$ cat src/rtl/pill_feeder_if.sv
// Control, configuration and status bundle of the pill feeder.
// The master modport drives the block; the slave modport is the feeder itself.
interface pill_feeder_if;
    logic       start;
    logic       clr;
    logic       pause;
    logic [3:0] maxL;
    logic [3:0] maxH;
    logic [3:0] bottleL;
    logic [3:0] bottleH;
    logic       pill_ready;
    logic       bottle_ack;

    logic       pill_drop;
    logic [3:0] curL;
    logic [3:0] curH;
    logic [3:0] cntL;
    logic [3:0] cntH;
    logic       bottle_req;
    logic       isWork;
    logic       allFull;

    modport master (
        output start, clr, pause, maxL, maxH, bottleL, bottleH, pill_ready, bottle_ack,
        input  pill_drop, curL, curH, cntL, cntH, bottle_req, isWork, allFull
    );

    modport slave (
        input  start, clr, pause, maxL, maxH, bottleL, bottleH, pill_ready, bottle_ack,
        output pill_drop, curL, curH, cntL, cntH, bottle_req, isWork, allFull
    );
endinterface

$ cat src/rtl/pill_feeder.sv
// Pill feeder controller: fills a run of bottles with a fixed BCD pill count,
// spacing drops by GAP_CYC idle cycles and handshaking each bottle swap.
module pill_feeder #(
    parameter int unsigned GAP_CYC = 2
) (
    input logic          CLK,
    input logic          RST_n,
    pill_feeder_if.slave bus
);

    typedef enum logic [2:0] {IDLE, FEED, GAP, SWAP, DONE} state_t;

    state_t     state;
    logic [3:0] max_l, max_h, tgt_l, tgt_h;
    logic [3:0] cur_l, cur_h, cnt_l, cnt_h;
    logic [3:0] gap_cnt;
    logic       pill_drop, bottle_req, is_work, all_full;

    logic       cfg_ok;
    logic [7:0] cur_next, cnt_next;
    logic       cur_at_max, cnt_at_tgt;

    function automatic logic [7:0] bcd_inc(input logic [3:0] h, input logic [3:0] l);
        if (l == 4'd9) return {h + 4'd1, 4'd0};
        else           return {h, l + 4'd1};
    endfunction

    // NOTE: every always_comb output gets a value on every path, so no latch is inferred.
    always_comb begin
        cfg_ok = (bus.maxL <= 4'd9) && (bus.maxH <= 4'd9) &&
                 (bus.bottleL <= 4'd9) && (bus.bottleH <= 4'd9) &&
                 ({bus.maxH, bus.maxL} != 8'h00) && ({bus.bottleH, bus.bottleL} != 8'h00);
        cur_next   = bcd_inc(cur_h, cur_l);
        cnt_next   = bcd_inc(cnt_h, cnt_l);
        cur_at_max = (cur_next == {max_h, max_l});
        cnt_at_tgt = (cnt_next == {tgt_h, tgt_l});
    end

    // NOTE: sequential state uses non-blocking assignments so every register sees pre-edge values.
    always_ff @(posedge CLK or negedge RST_n) begin
        if (!RST_n) begin
            state      <= IDLE;
            max_l      <= 4'd0;
            max_h      <= 4'd0;
            tgt_l      <= 4'd0;
            tgt_h      <= 4'd0;
            cur_l      <= 4'd0;
            cur_h      <= 4'd0;
            cnt_l      <= 4'd0;
            cnt_h      <= 4'd0;
            gap_cnt    <= 4'd0;
            pill_drop  <= 1'b0;
            bottle_req <= 1'b0;
            is_work    <= 1'b0;
            all_full   <= 1'b0;
        end else begin
            pill_drop <= 1'b0;
            if (bus.clr) begin
                state      <= IDLE;
                cur_l      <= 4'd0;
                cur_h      <= 4'd0;
                cnt_l      <= 4'd0;
                cnt_h      <= 4'd0;
                gap_cnt    <= 4'd0;
                bottle_req <= 1'b0;
                is_work    <= 1'b0;
                all_full   <= 1'b0;
            end else begin
                case (state)
                    IDLE: begin
                        if (bus.start && cfg_ok) begin
                            max_l   <= bus.maxL;
                            max_h   <= bus.maxH;
                            tgt_l   <= bus.bottleL;
                            tgt_h   <= bus.bottleH;
                            cur_l   <= 4'd0;
                            cur_h   <= 4'd0;
                            cnt_l   <= 4'd0;
                            cnt_h   <= 4'd0;
                            is_work <= 1'b1;
                            state   <= FEED;
                        end
                    end
                    FEED: begin
                        if (!bus.pause && bus.pill_ready) begin
                            pill_drop      <= 1'b1;
                            {cur_h, cur_l} <= cur_next;
                            if (cur_at_max) begin
                                {cnt_h, cnt_l} <= cnt_next;
                                if (cnt_at_tgt) begin
                                    is_work  <= 1'b0;
                                    all_full <= 1'b1;
                                    state    <= DONE;
                                end else begin
                                    bottle_req <= 1'b1;
                                    state      <= SWAP;
                                end
                            end else if (GAP_CYC != 0) begin
                                gap_cnt <= 4'(GAP_CYC);
                                state   <= GAP;
                            end
                        end
                    end
                    GAP: begin
                        // Countdown freezes while paused, so paused cycles stretch the gap.
                        if (!bus.pause) begin
                            if (gap_cnt <= 4'd1) begin
                                gap_cnt <= 4'd0;
                                state   <= FEED;
                            end else begin
                                gap_cnt <= gap_cnt - 4'd1;
                            end
                        end
                    end
                    SWAP: begin
                        if (bus.bottle_ack) begin
                            cur_l      <= 4'd0;
                            cur_h      <= 4'd0;
                            bottle_req <= 1'b0;
                            state      <= FEED;
                        end
                    end
                    DONE: begin
                    end
                    default: state <= IDLE;
                endcase
            end
        end
    end

    assign bus.pill_drop  = pill_drop;
    assign bus.curL       = cur_l;
    assign bus.curH       = cur_h;
    assign bus.cntL       = cnt_l;
    assign bus.cntH       = cnt_h;
    assign bus.bottle_req = bottle_req;
    assign bus.isWork     = is_work;
    assign bus.allFull    = all_full;

endmodule

$ cat src/flat_wrapper.sv
// flat-port wrapper written by rule: the top's interface ports become plain ports
module pill_feeder_flat 
#(
    parameter int unsigned GAP_CYC = 2
)
  (CLK, RST_n, bus_start, bus_clr, bus_pause, bus_maxL, bus_maxH, bus_bottleL, bus_bottleH, bus_pill_ready, bus_bottle_ack, bus_pill_drop, bus_curL, bus_curH, bus_cntL, bus_cntH, bus_bottle_req, bus_isWork, bus_allFull);
  pill_feeder_if bus_i ();
  input logic CLK;
  input logic RST_n;
  input wire logic [$bits(bus_i.start)-1:0] bus_start;
  input wire logic [$bits(bus_i.clr)-1:0] bus_clr;
  input wire logic [$bits(bus_i.pause)-1:0] bus_pause;
  input wire logic [$bits(bus_i.maxL)-1:0] bus_maxL;
  input wire logic [$bits(bus_i.maxH)-1:0] bus_maxH;
  input wire logic [$bits(bus_i.bottleL)-1:0] bus_bottleL;
  input wire logic [$bits(bus_i.bottleH)-1:0] bus_bottleH;
  input wire logic [$bits(bus_i.pill_ready)-1:0] bus_pill_ready;
  input wire logic [$bits(bus_i.bottle_ack)-1:0] bus_bottle_ack;
  output wire logic [$bits(bus_i.pill_drop)-1:0] bus_pill_drop;
  output wire logic [$bits(bus_i.curL)-1:0] bus_curL;
  output wire logic [$bits(bus_i.curH)-1:0] bus_curH;
  output wire logic [$bits(bus_i.cntL)-1:0] bus_cntL;
  output wire logic [$bits(bus_i.cntH)-1:0] bus_cntH;
  output wire logic [$bits(bus_i.bottle_req)-1:0] bus_bottle_req;
  output wire logic [$bits(bus_i.isWork)-1:0] bus_isWork;
  output wire logic [$bits(bus_i.allFull)-1:0] bus_allFull;
  assign bus_i.start = bus_start;
  assign bus_i.clr = bus_clr;
  assign bus_i.pause = bus_pause;
  assign bus_i.maxL = bus_maxL;
  assign bus_i.maxH = bus_maxH;
  assign bus_i.bottleL = bus_bottleL;
  assign bus_i.bottleH = bus_bottleH;
  assign bus_i.pill_ready = bus_pill_ready;
  assign bus_i.bottle_ack = bus_bottle_ack;
  assign bus_pill_drop = bus_i.pill_drop;
  assign bus_curL = bus_i.curL;
  assign bus_curH = bus_i.curH;
  assign bus_cntL = bus_i.cntL;
  assign bus_cntH = bus_i.cntH;
  assign bus_bottle_req = bus_i.bottle_req;
  assign bus_isWork = bus_i.isWork;
  assign bus_allFull = bus_i.allFull;
  pill_feeder #(.GAP_CYC(GAP_CYC)) u_core (.CLK(CLK), .RST_n(RST_n), .bus(bus_i));
endmodule
$ cat config.mk
export PLATFORM = sky130hd
export DESIGN_NAME = pill_feeder_flat
export DESIGN_NICKNAME = d
export VERILOG_FILES = /design/src/rtl/pill_feeder_if.sv /design/src/rtl/pill_feeder.sv /design/src/flat_wrapper.sv
export SDC_FILE = /design/constraint.sdc
export NUM_CORES = 1
export LEC_CHECK = 0
export CELL_PAD_IN_SITES_DETAIL_PLACEMENT = 0
export CELL_PAD_IN_SITES_GLOBAL_PLACEMENT = 1
export CORE_ASPECT_RATIO = 1.2
export CORE_MARGIN = 3
export CORE_UTILIZATION = 35
export CTS_BUF_LIST = sky130_fd_sc_hd__clkbuf_4
export DETAILED_ROUTE_END_ITERATION = 10
export GPL_TIMING_DRIVEN = 0
export PLACE_DENSITY_LB_ADDON = 0.1
export RECOVER_POWER = 100
export SYNTH_ARGS = -nofsm -noshare
export SYNTH_HDL_FRONTEND = slang
export SYNTH_SLANG_ARGS = --single-unit
$ cat constraint.sdc
create_clock -name CLK -period 7.3 [get_ports CLK]
set_clock_uncertainty 0.1 [all_clocks]
set_input_delay 1.095 -clock CLK [delete_from_list [all_inputs] [get_ports CLK]]
set_output_delay 1.095 -clock CLK [all_outputs]
set_load 0.01 [all_outputs]
==> flow_summary.json <==
{
  "status": "finished with violations",
  "failed_checks": "capacitance limit, slew limit",
  "rr_startpoint": "u_core.bus.curL[2]",
  "cts_buffers": 5,
  "num_vias": 2344,
  "portBuffers": 42,
  "grt.total_usage": 0.165,
  "drv_slew": 35,
  "synth_top_area_cell": "dfrtp_1",
  "crit_fanout": 10,
  "cts_resized": 0,
  "drtPass1Iterations": 4,
  "worst_pin_slew_ns": 1.91,
  "coreArea_um2": 7270,
  "critical-path-slowest-cell": "nor3_1",
  "std_cell_rows": 34,
  "ys_seq_elements": 43,
  "grt_overflow": 0,
  "dieHeight_um": 101,
  "fin_nets": 356,
  "detail-route-antenna-nets": 0,
  "rr_worst_depth": 9,
  "grt_pass1_vias": 2305,
  "hold_end": "u_core.gap_cnt[1]",
  "cts.sinks": 43,
  "syn_nets": 306,
  "cts_tree": "done",
  "final.period_utilization": 0.538,
  "cp_data_arrival_time_ns": 4.09,
  "finalSetupTns_ns": 0,
  "synthArstFlopShare": 1.00,
  "ioPinCount": 43,
  "path_class": "in2reg",
  "r2r_end": "u_core.bus.bottle_req",
  "ys.flop_type": "dfrtp_1",
  "clockPowerShare": 0.268,
  "pwr-share-seq": 0.506,
  "drv_cap": 1,
  "worstSetupStartpointType": "input pin",
  "final_core_util": 0.444,
  "yosys-top-cells-area": "dfrtp_1 41%, mux2_2 6.8%, o21ai_0 4.6%, xnor2_1 3.0%, nand2_1 2.6%",
  "stdcell_count": 420,
  "dieWidth_um": 85.2,
  "power_per_cell_area_nw_per_um2": 181,
  "grt_pass1_wl_um": 11400,
  "drive_above_1_share": 0.0848,
  "min_from": "u_core.gap_cnt[1]",
  "start_util": 0.362,
  "drc": 0,
  "synth_top_area_share": 0.409,
  "gp_congestion": 0.769,
  "grt_start_max_net_pins": 35,
  "yosys_warnings": 0,
  "area_growth_pct": 22.8,
  "worst_skew_pair.late_latency_ns": 0.36,
  "min_path_type": "reg2reg",
  "cpLargestDelayFamily": "buffers and inverters",
  "worstPathCellList": "dlygate4sd3_1, o21ai_0, o211ai_1, nor3_1, and3_1, clkbuf_1, clkbuf_1, mux2_2",
  "cpPeakStageDelay_ns": 0.64,
  "combPwrFrac": 0.226,
  "root_buffer": "clkbuf_4",
  "reg2reg_slack_ns": 4.05,
  "antenna_found_initial": 0,
  "synth-edff-count": 0,
  "final_area_um2": 3230,
  "dpl.cell_count": 412,
  "vdd_drop_max_mv": 0.0886,
  "crit_path_end_kind": "flop",
  "dp_hpwl_um": 5210,
  "clk_pin_slew_ns": 0.14,
  "hold_path_depth": 1,
  "p_int_w": 0.000410,
  "cts_setup_buffers": 0,
  "switchingPower_w": 0.000175,
  "fmax_mhz": 255,
  "setup_violations": 0,
  "finalWirelength_um": 6780,
  "dpl_cell_area_um2": 3180,
  "leakagePower_nw": 1.36,
  "cp_common_cell": "clkbuf_1",
  "syn_inst": 279,
  "power.share.switching": 0.299,
  "fin_crit_ns": 3.93,
  "cp_num_buf_inv": 3,
  "synth.distinct_cells": 54,
  "wl_per_cell_um": 16.2,
  "first_iter_violations": 166,
  "clock_tree.buffer_depth": 2,
  "h-tree-depth": 2,
  "hold_viol": 0,
  "critical_path.startpoint": "bus_maxL[1]",
  "synth.avg_cell_area_um2": 9.44,
  "num_antenna_cells": 0,
  "total_power_w": 0.000585,
  "hold_buffers": 0,
  "crit_required_ns": 7.46,
  "ys_seq_area_frac": 0.409,
  "rsz0062_at_grt": "no",
  "die_area_um2": 8600,
  "maxSlewHeadroom": -0.273,
  "synth_area_um2": 2630,
  "avgViaCountPerCell": 5.58
}
[through the flow]
| stage | hold slack (ns) | setup slack (ns) |
|---|---|---|
| after floorplan | 0.381 | 4.22 |
| after global placement | 0.395 | 3.03 |
| after detailed placement | 0.400 | 3.08 |
| after CTS | 0.432 | 3.49 |
| after global routing | 0.457 | 3.21 |
| final | 0.428 | 3.37 |
[synth_stat cells, drive strengths merged (3+ instances only)]
library cell,number
a21boi,3
nor2,14
dfrtp,43
nor2b,6
o21a,4
clkbuf,7
a21oi,11
ha,4
o31ai,7
a41oi,4
o211ai,3
nand2b,5
a21o,3
buf,5
nand2,18
and3,3
xor2,4
o41ai,6
a31oi,8
nor3,8
nand3,11
mux2,16
xnor2,9
o21ai,25
inv,13
a311oi,3
or4,5
o22ai,4
mux2i,3
[layout by cell type, fill, tap and decap left out, types with 8 or more instances in the layout]
cell type and count:
xnor2_1 9, nand2_1 18, nand3_1 11, a31oi_1 8, dfrtp_1 43, inv_1 13
clkdlybuf4s50_1 19, mux2_2 16, a21oi_1 11, clkbuf_1 12, nor2_1 14, o21ai_0 25
dlygate4sd3_1 22
[cell type report]
cell class	instances	area (µm²)
Buffer	12	50.0
Multi-Input combinational cell	210	1440
Timing Repair Buffer	43	418
Fill cell	730	4040
Sequential cell	43	1080
Clock buffer	5	37.5
Inverter	14	52.6
Tap cell	90	113
Clock inverter	3	43.8
[state kept, by name, indices dropped and copies added (netlist names)]
name and cells:
u_core.tgt_h 4, u_core.state 3, u_core.bus.allFull 1, u_core.bus.isWork 1, u_core.max_h 4, u_core.bus.curH 4
u_core.bus.bottle_req 1, u_core.gap_cnt 4, u_core.bus.cntL 4, u_core.bus.pill_drop 1, u_core.max_l 4, u_core.bus.cntH 4
u_core.bus.curL 4, u_core.tgt_l 4
[logic make-up after synthesis]
logic type               count (synthesis)  share of synthesized area
multiplexers                            19                     0.0798
flip-flops                              43                      0.409
AO/OA/AOI/OAI                           91                      0.233
adder cells (fa/ha/maj)                  4                     0.0190
buffers and inverters                   26                     0.0409
XOR/XNOR                                13                     0.0433
AND/OR/NAND/NOR                         83                      0.175
[worst max path at each step]
stage                                  to  slack [ns]  cells past startpoint
final                     u_core.tgt_h[3]        3.37                      8
after global routing      u_core.tgt_h[3]        3.21                      8
after CTS                 u_core.tgt_l[3]        3.49                      8
after detailed placement  u_core.tgt_l[3]        3.08                      8
after global placement    u_core.tgt_h[1]        3.03                      8
after floorplan           u_core.max_h[3]        4.22                      7
[routing by layer]
metal / part of all wire / track usage
met1: 0.46 / 0.217
met2: 0.49 / 0.272
met3: 0.031 / 0.0278
met4: 0.020 / 0.0609
met5: 0 / 0
[worst reg2reg max path: stages (launching register included)]
cell	delay, ns
dfrtp_1	0.50
nor4bb_1	0.30
clkbuf_1	0.32
and3_1	0.21
o21ai_0	0.12
or4_1	0.61
nor2_1	0.15
clkbuf_1	0.41
a31oi_1	0.15
a311oi_1	0.28
[power by group through the flow]
stage	clock network (W)	logic, W	registers (W)
finish	0.000157	0.000132	0.000296
global placement	0	0.000135	0.000301
global route	0.000173	0.000149	0.000301
CTS	0.000164	0.000139	0.000297
detailed placement	0	0.000138	0.000302
floorplan	0	0.0000974	0.000292
No activity file was read; power rests on OpenSTA's default activity.
